**src/rtl/decode_stage.sv**
```systemverilog
// RV32I decode stage: IF/ID register, 32x32 register file with write-through read,
// instruction decode and load-use hazard detection feeding execute.
module decode_stage #(
  parameter int              XLEN      = 32,
  parameter int              ILEN      = 32,
  parameter logic [ILEN-1:0] NOP_INSTR = 32'h00000013
) (
  input  logic            clk,
  input  logic            reset,
  input  logic            stall_in,
  input  logic            flush_in,
  input  logic [ILEN-1:0] instr_in,
  input  logic [XLEN-1:0] pc_in,
  input  logic [XLEN-1:0] pc_plus4_in,
  input  logic            pred_taken_in,
  input  logic            icache_ready_in,
  input  logic            wb_we_in,
  input  logic [4:0]      wb_rd_in,
  input  logic [XLEN-1:0] wb_data_in,
  input  logic            ex_mem_read_in,
  input  logic [4:0]      ex_rd_in,
  output logic            hazard_stall_out,
  output logic            valid_out,
  output logic [XLEN-1:0] pc_out,
  output logic [XLEN-1:0] pc_plus4_out,
  output logic            pred_taken_out,
  output logic [4:0]      rs1_out,
  output logic [4:0]      rs2_out,
  output logic [4:0]      rd_out,
  output logic [XLEN-1:0] rs1_data_out,
  output logic [XLEN-1:0] rs2_data_out,
  output logic [XLEN-1:0] imm_out,
  output logic [3:0]      alu_op_out,
  output logic            alu_src_a_pc_out,
  output logic            alu_src_b_imm_out,
  output logic            mem_read_out,
  output logic            mem_write_out,
  output logic [1:0]      mem_size_out,
  output logic            mem_unsigned_out,
  output logic            reg_write_out,
  output logic            branch_out,
  output logic            jump_out,
  output logic            illegal_out
);

  localparam logic [6:0] OPC_LUI    = 7'b0110111;
  localparam logic [6:0] OPC_AUIPC  = 7'b0010111;
  localparam logic [6:0] OPC_JAL    = 7'b1101111;
  localparam logic [6:0] OPC_JALR   = 7'b1100111;
  localparam logic [6:0] OPC_BRANCH = 7'b1100011;
  localparam logic [6:0] OPC_LOAD   = 7'b0000011;
  localparam logic [6:0] OPC_STORE  = 7'b0100011;
  localparam logic [6:0] OPC_OPIMM  = 7'b0010011;
  localparam logic [6:0] OPC_OP     = 7'b0110011;

  localparam logic [3:0] ALU_ADD = 4'd0, ALU_SUB = 4'd1, ALU_SLL = 4'd2, ALU_SLT = 4'd3,
                         ALU_SLTU = 4'd4, ALU_XOR = 4'd5, ALU_SRL = 4'd6, ALU_SRA = 4'd7,
                         ALU_OR = 4'd8, ALU_AND = 4'd9, ALU_PASSB = 4'd10;

  typedef struct packed {
    logic [XLEN-1:0] imm;
    logic [3:0]      alu_op;
    logic            src_a_pc;
    logic            src_b_imm;
    logic            mem_read;
    logic            mem_write;
    logic            reg_write;
    logic            branch;
    logic            jump;
    logic            illegal;
    logic            uses_rs1;
    logic            uses_rs2;
    logic            has_rd;
  } ctrl_t;

  logic [ILEN-1:0] instr_q;
  logic [XLEN-1:0] pc_q, pc_plus4_q;
  logic            pred_q, valid_q;
  logic [XLEN-1:0] rf [32];
  ctrl_t           ctl;
  logic            issue;

  // IF/ID register
  always_ff @(posedge clk) begin
    if (reset) begin
      instr_q    <= NOP_INSTR;
      pc_q       <= '0;
      pc_plus4_q <= '0;
      pred_q     <= 1'b0;
      valid_q    <= 1'b0;
    end else if (flush_in) begin
      instr_q <= NOP_INSTR;
      valid_q <= 1'b0;
    end else if (!(stall_in || hazard_stall_out)) begin
      instr_q    <= instr_in;
      pc_q       <= pc_in;
      pc_plus4_q <= pc_plus4_in;
      pred_q     <= pred_taken_in;
      valid_q    <= icache_ready_in;
    end
  end

  always_ff @(posedge clk) begin
    if (reset) begin
      for (int i = 0; i < 32; i++) rf[i] <= '0;
    end else if (wb_we_in && wb_rd_in != 5'd0) begin
      rf[wb_rd_in] <= wb_data_in;
    end
  end

  logic [6:0] opcode;
  logic [2:0] funct3;
  logic [6:0] funct7;
  assign opcode  = instr_q[6:0];
  assign funct3  = instr_q[14:12];
  assign funct7  = instr_q[31:25];
  assign rs1_out = instr_q[19:15];
  assign rs2_out = instr_q[24:20];

  // Same-cycle writeback is forwarded so execute never sees a stale operand.
  assign rs1_data_out = (rs1_out == 5'd0) ? '0 :
                        (wb_we_in && wb_rd_in == rs1_out) ? wb_data_in : rf[rs1_out];
  assign rs2_data_out = (rs2_out == 5'd0) ? '0 :
                        (wb_we_in && wb_rd_in == rs2_out) ? wb_data_in : rf[rs2_out];

  function automatic logic [3:0] alu_f3(input logic [2:0] f3, input logic alt);
    case (f3)
      3'd0:    alu_f3 = alt ? ALU_SUB : ALU_ADD;
      3'd1:    alu_f3 = ALU_SLL;
      3'd2:    alu_f3 = ALU_SLT;
      3'd3:    alu_f3 = ALU_SLTU;
      3'd4:    alu_f3 = ALU_XOR;
      3'd5:    alu_f3 = alt ? ALU_SRA : ALU_SRL;
      3'd6:    alu_f3 = ALU_OR;
      default: alu_f3 = ALU_AND;
    endcase
  endfunction

  logic [XLEN-1:0] imm_i, imm_s, imm_b, imm_u, imm_j;
  assign imm_i = {{21{instr_q[31]}}, instr_q[30:20]};
  assign imm_s = {{21{instr_q[31]}}, instr_q[30:25], instr_q[11:7]};
  assign imm_b = {{20{instr_q[31]}}, instr_q[7], instr_q[30:25], instr_q[11:8], 1'b0};
  assign imm_u = {instr_q[31:12], 12'b0};
  assign imm_j = {{12{instr_q[31]}}, instr_q[19:12], instr_q[20], instr_q[30:21], 1'b0};

  always_comb begin
    ctl        = '0;
    ctl.alu_op = ALU_ADD;
    ctl.has_rd = 1'b1;
    case (opcode)
      OPC_LUI: begin
        ctl.imm = imm_u; ctl.alu_op = ALU_PASSB; ctl.src_b_imm = 1'b1; ctl.reg_write = 1'b1;
      end
      OPC_AUIPC: begin
        ctl.imm = imm_u; ctl.src_a_pc = 1'b1; ctl.src_b_imm = 1'b1; ctl.reg_write = 1'b1;
      end
      OPC_JAL: begin
        ctl.imm = imm_j; ctl.src_a_pc = 1'b1; ctl.src_b_imm = 1'b1;
        ctl.reg_write = 1'b1; ctl.jump = 1'b1;
      end
      OPC_JALR: begin
        ctl.imm = imm_i; ctl.src_a_pc = 1'b1; ctl.src_b_imm = 1'b1;
        ctl.reg_write = 1'b1; ctl.jump = 1'b1; ctl.uses_rs1 = 1'b1;
        ctl.illegal = (funct3 != 3'd0);
      end
      OPC_BRANCH: begin
        ctl.imm = imm_b; ctl.alu_op = ALU_SUB; ctl.branch = 1'b1; ctl.has_rd = 1'b0;
        ctl.uses_rs1 = 1'b1; ctl.uses_rs2 = 1'b1;
        ctl.illegal = (funct3 == 3'd2) || (funct3 == 3'd3);
      end
      OPC_LOAD: begin
        ctl.imm = imm_i; ctl.src_b_imm = 1'b1; ctl.mem_read = 1'b1;
        ctl.reg_write = 1'b1; ctl.uses_rs1 = 1'b1;
        ctl.illegal = (funct3 == 3'd3) || (funct3 == 3'd6) || (funct3 == 3'd7);
      end
      OPC_STORE: begin
        ctl.imm = imm_s; ctl.src_b_imm = 1'b1; ctl.mem_write = 1'b1; ctl.has_rd = 1'b0;
        ctl.uses_rs1 = 1'b1; ctl.uses_rs2 = 1'b1;
        ctl.illegal = (funct3 > 3'd2);
      end
      OPC_OPIMM: begin
        ctl.imm = imm_i; ctl.src_b_imm = 1'b1; ctl.reg_write = 1'b1; ctl.uses_rs1 = 1'b1;
        // funct7[5] only selects SRAI; for other funct3 it is just an immediate bit.
        ctl.alu_op = alu_f3(funct3, (funct3 == 3'd5) && funct7[5]);
        if (funct3 == 3'd1)      ctl.illegal = (funct7 != 7'h00);
        else if (funct3 == 3'd5) ctl.illegal = (funct7 != 7'h00) && (funct7 != 7'h20);
      end
      OPC_OP: begin
        ctl.reg_write = 1'b1; ctl.uses_rs1 = 1'b1; ctl.uses_rs2 = 1'b1;
        ctl.alu_op  = alu_f3(funct3, funct7[5]);
        ctl.illegal = (funct7 != 7'h00) &&
                      !((funct7 == 7'h20) && (funct3 == 3'd0 || funct3 == 3'd5));
      end
      default: ctl.illegal = 1'b1;
    endcase
    if (ctl.illegal) begin
      ctl.reg_write = 1'b0; ctl.mem_read = 1'b0; ctl.mem_write = 1'b0;
      ctl.branch    = 1'b0; ctl.jump     = 1'b0;
      ctl.uses_rs1  = 1'b0; ctl.uses_rs2 = 1'b0;
    end
  end

  assign hazard_stall_out = valid_q && ex_mem_read_in && (ex_rd_in != 5'd0) &&
                            ((ctl.uses_rs1 && rs1_out == ex_rd_in) ||
                             (ctl.uses_rs2 && rs2_out == ex_rd_in));
  assign issue = valid_q && !hazard_stall_out;

  assign rd_out            = ctl.has_rd ? instr_q[11:7] : 5'd0;
  assign valid_out         = issue;
  assign pc_out            = pc_q;
  assign pc_plus4_out      = pc_plus4_q;
  assign pred_taken_out    = pred_q;
  assign imm_out           = ctl.imm;
  assign alu_op_out        = ctl.alu_op;
  assign alu_src_a_pc_out  = ctl.src_a_pc;
  assign alu_src_b_imm_out = ctl.src_b_imm;
  assign mem_read_out      = issue && ctl.mem_read;
  assign mem_write_out     = issue && ctl.mem_write;
  assign mem_size_out      = funct3[1:0];
  assign mem_unsigned_out  = funct3[2];
  assign reg_write_out     = issue && ctl.reg_write && (rd_out != 5'd0);
  assign branch_out        = issue && ctl.branch;
  assign jump_out          = issue && ctl.jump;
  assign illegal_out       = valid_q && ctl.illegal;

endmodule

```
**config.mk**
```make
export PLATFORM = sky130hd
export DESIGN_NAME = decode_stage
export DESIGN_NICKNAME = d
export VERILOG_FILES = /design/src/rtl/decode_stage.sv
export SDC_FILE = /design/constraint.sdc
export NUM_CORES = 2
export LEC_CHECK = 0
export BUFFER_PORTS_ARGS = -buffer_cell sky130_fd_sc_hd__buf_4
export CAP_MARGIN = 20
export CORE_MARGIN = 1.5
export CORE_UTILIZATION = 45
export DETAILED_ROUTE_END_ITERATION = 8
export SLEW_MARGIN = 15
export SYNTH_ARGS = -nofsm -noshare
export SYNTH_HDL_FRONTEND = slang
export SYNTH_SLANG_ARGS = --single-unit
```
**constraint.sdc**
```tcl
create_clock -name clk -period 2.5 [get_ports clk]
set_input_delay 0.5 -clock clk [delete_from_list [all_inputs] [get_ports clk]]
set_output_delay 0.5 -clock clk [all_outputs]
set_load 0.03 [all_outputs]
```
==> reports/qor.csv <==
stage,metric,value,unit
run_status,status,"finished, violations left",
run_status,failing checks,setup timing,
die,Die ar.,0.135,mm²
sta,unrepaired setup endpoints after global routing,yes,
pwr,Flop pwr share,45.9,%
pwr,Comb pwr share,14.8,%
placed_design,count of input and output buffers,338,
sta,final setup vio count,180,
synthesis,synth top area cells,"edfxtp_1 (51%), mux4_2 (24%), and2_1 (10%)",
pwr,Leakage,0.0270,µW
clock_network,CTS H-tree lvls,4,
setup_path,Crit Path Max Fanout,7,
pwr,Clk pwr share,39.3,%
setup_path,CP peak stage delay,0.51,ns
synthesis,ys flop type,edfxtp_1,
synthesis,synth unique cells,53,
die,total core area,0.132,mm²
detailed_routing,met1 wire length,81.2,mm
grt,initial antenna violation count,18,
layout,"commonest non-fill, non-tap cells in the layout","edfxtp_1 (1,024), and2_1 (993), mux4_2 (640)",
pwr,Power Density,620,mW/mm²
clock_network,Sink Count,1132,
detailed_routing,highest layer used for signal routing,met4,
clock_network,Root Buffer,clkbuf_16,
detailed_routing,met2 routed WL,103,mm
sta,max_slew headroom,62.9,%
sta,FMAX,266,MHz
job,MaxCap Viol Count,0,
synthesis,mapped cell area,0.0598,mm²
sta,Final Hold Viols,0,
pwr,Max VDD drop,740,µV
setup_path,CP bufs+invs,6,
sta,Period minus WS final,3.75,ns
setup_path,"Req. time, crit path",2.00,ns
sta,period utilization,150,%
die,die width,368,µm
sta,setup TNS,-104.79,ns
layout,share of layout cells above drive strength 1,41.6,%
sta,hold slack,0.0352,ns
synthesis,Synth async-reset ratio,0,%
placed_design,Setup WS pre-CTS,-0.734,ns
sta,final number of max-transition violations,0,
detailed_routing,WL per Instance,33.6,µm
sta,post-route setup slack,-1.25,ns
die,IO Pins,339,
synthesis,largest family of logic cells by synthesized area,multiplexers,
synthesis,mux contribution to synthesized area,25.8,%
setup_path,critical path launch point type,flip-flop,
grt,GRT Util Overall,31.7,%
synthesis,number of synthesized flops with an enable pin,1024,
layout,"most common cell after layout, fill and taps aside",edfxtp_1,
synthesis,mean post-synth cell area,15.3,µm²
synthesis,post-synthesis adder-cell area fraction,0,%
synthesis,Cells after Synth,3913,
synthesis,Synth Area in XOR/XNOR,0.293,%
worst_hold_path,Hold Crit Class,in2reg,
clock_network,"Reg clk slew, reported paths",0.06,ns
synthesis,Yosys Warn Count,0,
pwr,Switching Fraction,25.5,%
placed_design,DPL Wire Length,135,mm
setup_path,critical path class,reg2out,
detailed_routing,Post-route DRC,0,
detailed_routing,initial DRC count,5540,
pwr,Internal Dissipation,36000,µW
grt,grt ovf,0,
layout,Layout Cells excl Fill,6451,
setup_path,Worst EP arrival,3.25,ns
synthesis,Synth area leader,edfxtp_1,
setup_path,Crit. End Element,primary output,
die,Starting Density,45.5,%
grt,largest net degree at the start of global routing,142,
clock_network,worst skew pair latency,0.79,ns
synthesis,simple-gate portion of the synthesized area,14.6,%
setup_path,Top delay family on crit path,multiplexers,
placed_design,gp weighted congestion,0.896,
pwr,total power,48300,µW
synthesis,Synth Register Bits,1132,
grt,first-pass GRT wire length,301,mm
sta,slew at the pin closest to its max-slew limit,0.557,ns
grt,vias in the first global route,40600,
layout,Final nets,4735,
synthesis,"Seq/Total Area, Yosys",55.0,%
clock_network,TritonCTS buffer count,131,
detailed_routing,TritonRoute pass-1 iters,5,
synthesis,top cell type's share of synthesized area,51.4,%
die,Die Span Y,368,µm
detailed_routing,via/cell ratio,6.29,
synthesis,post-synthesis compound-gate area fraction,1.35,%
die,Cell Rows,133,
detailed_routing,met3 WL post-DR,23.8,mm
pwr,Net Sw Power,12300,µW
layout,Layout area overhead,30.2,%
detailed_routing,remaining antenna violation count after routing,0,
detailed_routing,drt total wl,217,mm
clock_network,deepest clock path buffer count,3,
placed_design,placed insts,6002,
sta,Clock Skew,0.0232,ns
clock_network,CTS tree,yes,
setup_path,slowest CP cell,mux4_2,
setup_path,CP Cell Sequence,buf_12 -> buf_16 -> buf_8 -> buf_12 -> mux4_2 -> mux4_2 -> o22ai_2 -> buf_6 -> nor3_4 -> buf_6,
detailed_routing,vias after detailed routing,40600,
[timing repair]
| item | CTS | global route |
|---|---|---|
| hold endpoints to repair | 93 | 0 |
| pin swaps | 57 | 63 |
| gates cloned | 19 | 20 |
| setup buffers | 68 | 42 |
| hold buffers | 86 | 0 |
| gates resized for setup | 354 | 120 |
| setup endpoints to repair | 205 | 221 |
[layer usage]
| layer | up-vias | track usage [%] |
|---|---|---|
| met2 | 2659 | 50.6 |
| met1 | 21200 | 42.8 |
| met3 | 476 | 6.59 |
| met5 | - | 0 |
| met4 | 0 | 12.3 |
| li1 | 16300 | - |
[metrics by stage]
stage,cell area [µm²],utilization (%)
3_3_place_gp,69000,52.4
3_5_place_dp,69000,52.4
5_1_grt,77900,59.2
4_1_cts,76700,58.3
6_report,77900,59.2
2_1_floorplan,61300,-
[cell families (layout without fill, tap and decap cells)]
group                     count (synthesis)  after routing
and+or+nand+nor                        1485           1485
AOI/OAI and AO/OA                       115            115
muxes                                   740            740
DFF                                    1132           1132
xor gates and xnor gates                 20             20
other                                     1             37
buffers and inverters                   420           1167
[area by class of cell]
cell class	count	area, µm²
fillers	9716	53700
flip-flops and latches	1132	33000
multi-input cells	2392	27500
repair buffers	931	11100
clock buffers	167	3560
well taps	1755	2200
clock inverters	68	591
diodes	5	12.5
inverters	1	8.76
[path summary, 6_finish.rpt]
path,startpoint,endpoint,slack [ns],cells after the start
setup / recovery,flip-flop,rs2_data_out[26],-1.25,10
hold / removal,pc_in[18],pc_out[18],0.04,3
setup reg to reg,instr_q[3],pc_out[9],-0.19,11
hold reg to reg,pc_plus4_out[5],pc_plus4_out[5],0.48,2
[cells in the mapped netlist, types with 13 or more instances]
library cell	instances
a21o_1	19
and2_1	994
buf_1	16
buf_2	51
buf_4	16
clkbuf_1	330
dfxtp_1	108
edfxtp_1	1024
mux2i_1	99
mux4_2	640
nand2_1	80
nand2b_1	135
nor2_1	122
nor2b_1	18
nor3_1	69
o22ai_1	64
or2_2	32
xor2_1	13
[worst reg2reg max path, cell delays in order (launching register included)]
cell	delay, ns
dfxtp_2	0.34
and3b_2	0.24
and3_4	0.15
or4_4	0.54
o311a_4	0.15
buf_6	0.13
buf_6	0.13
a211oi_4	0.23
buf_4	0.16
buf_12	0.16
clkbuf_16	0.21
mux2i_1	0.19
[registers in the layout (all words and copies together), names as in the netlist, named ones only]
register	count
valid_q	1
instr_q	32
rf	1024
pc_out	32
pc_plus4_out	32
pred_taken_out	1
[power by group through the flow]
stage / registers (µW) / logic (µW) / clock network (µW)
6_report: 22200 / 7130 / 19000
5_1_grt: 22300 / 7350 / 19900
4_1_cts: 22200 / 6880 / 19200
3_5_place_dp: 22500 / 6180 / 0
3_3_place_gp: 22500 / 6150 / 0
2_1_floorplan: 22400 / 3500 / 0
No activity file was read; power rests on OpenSTA's default activity.
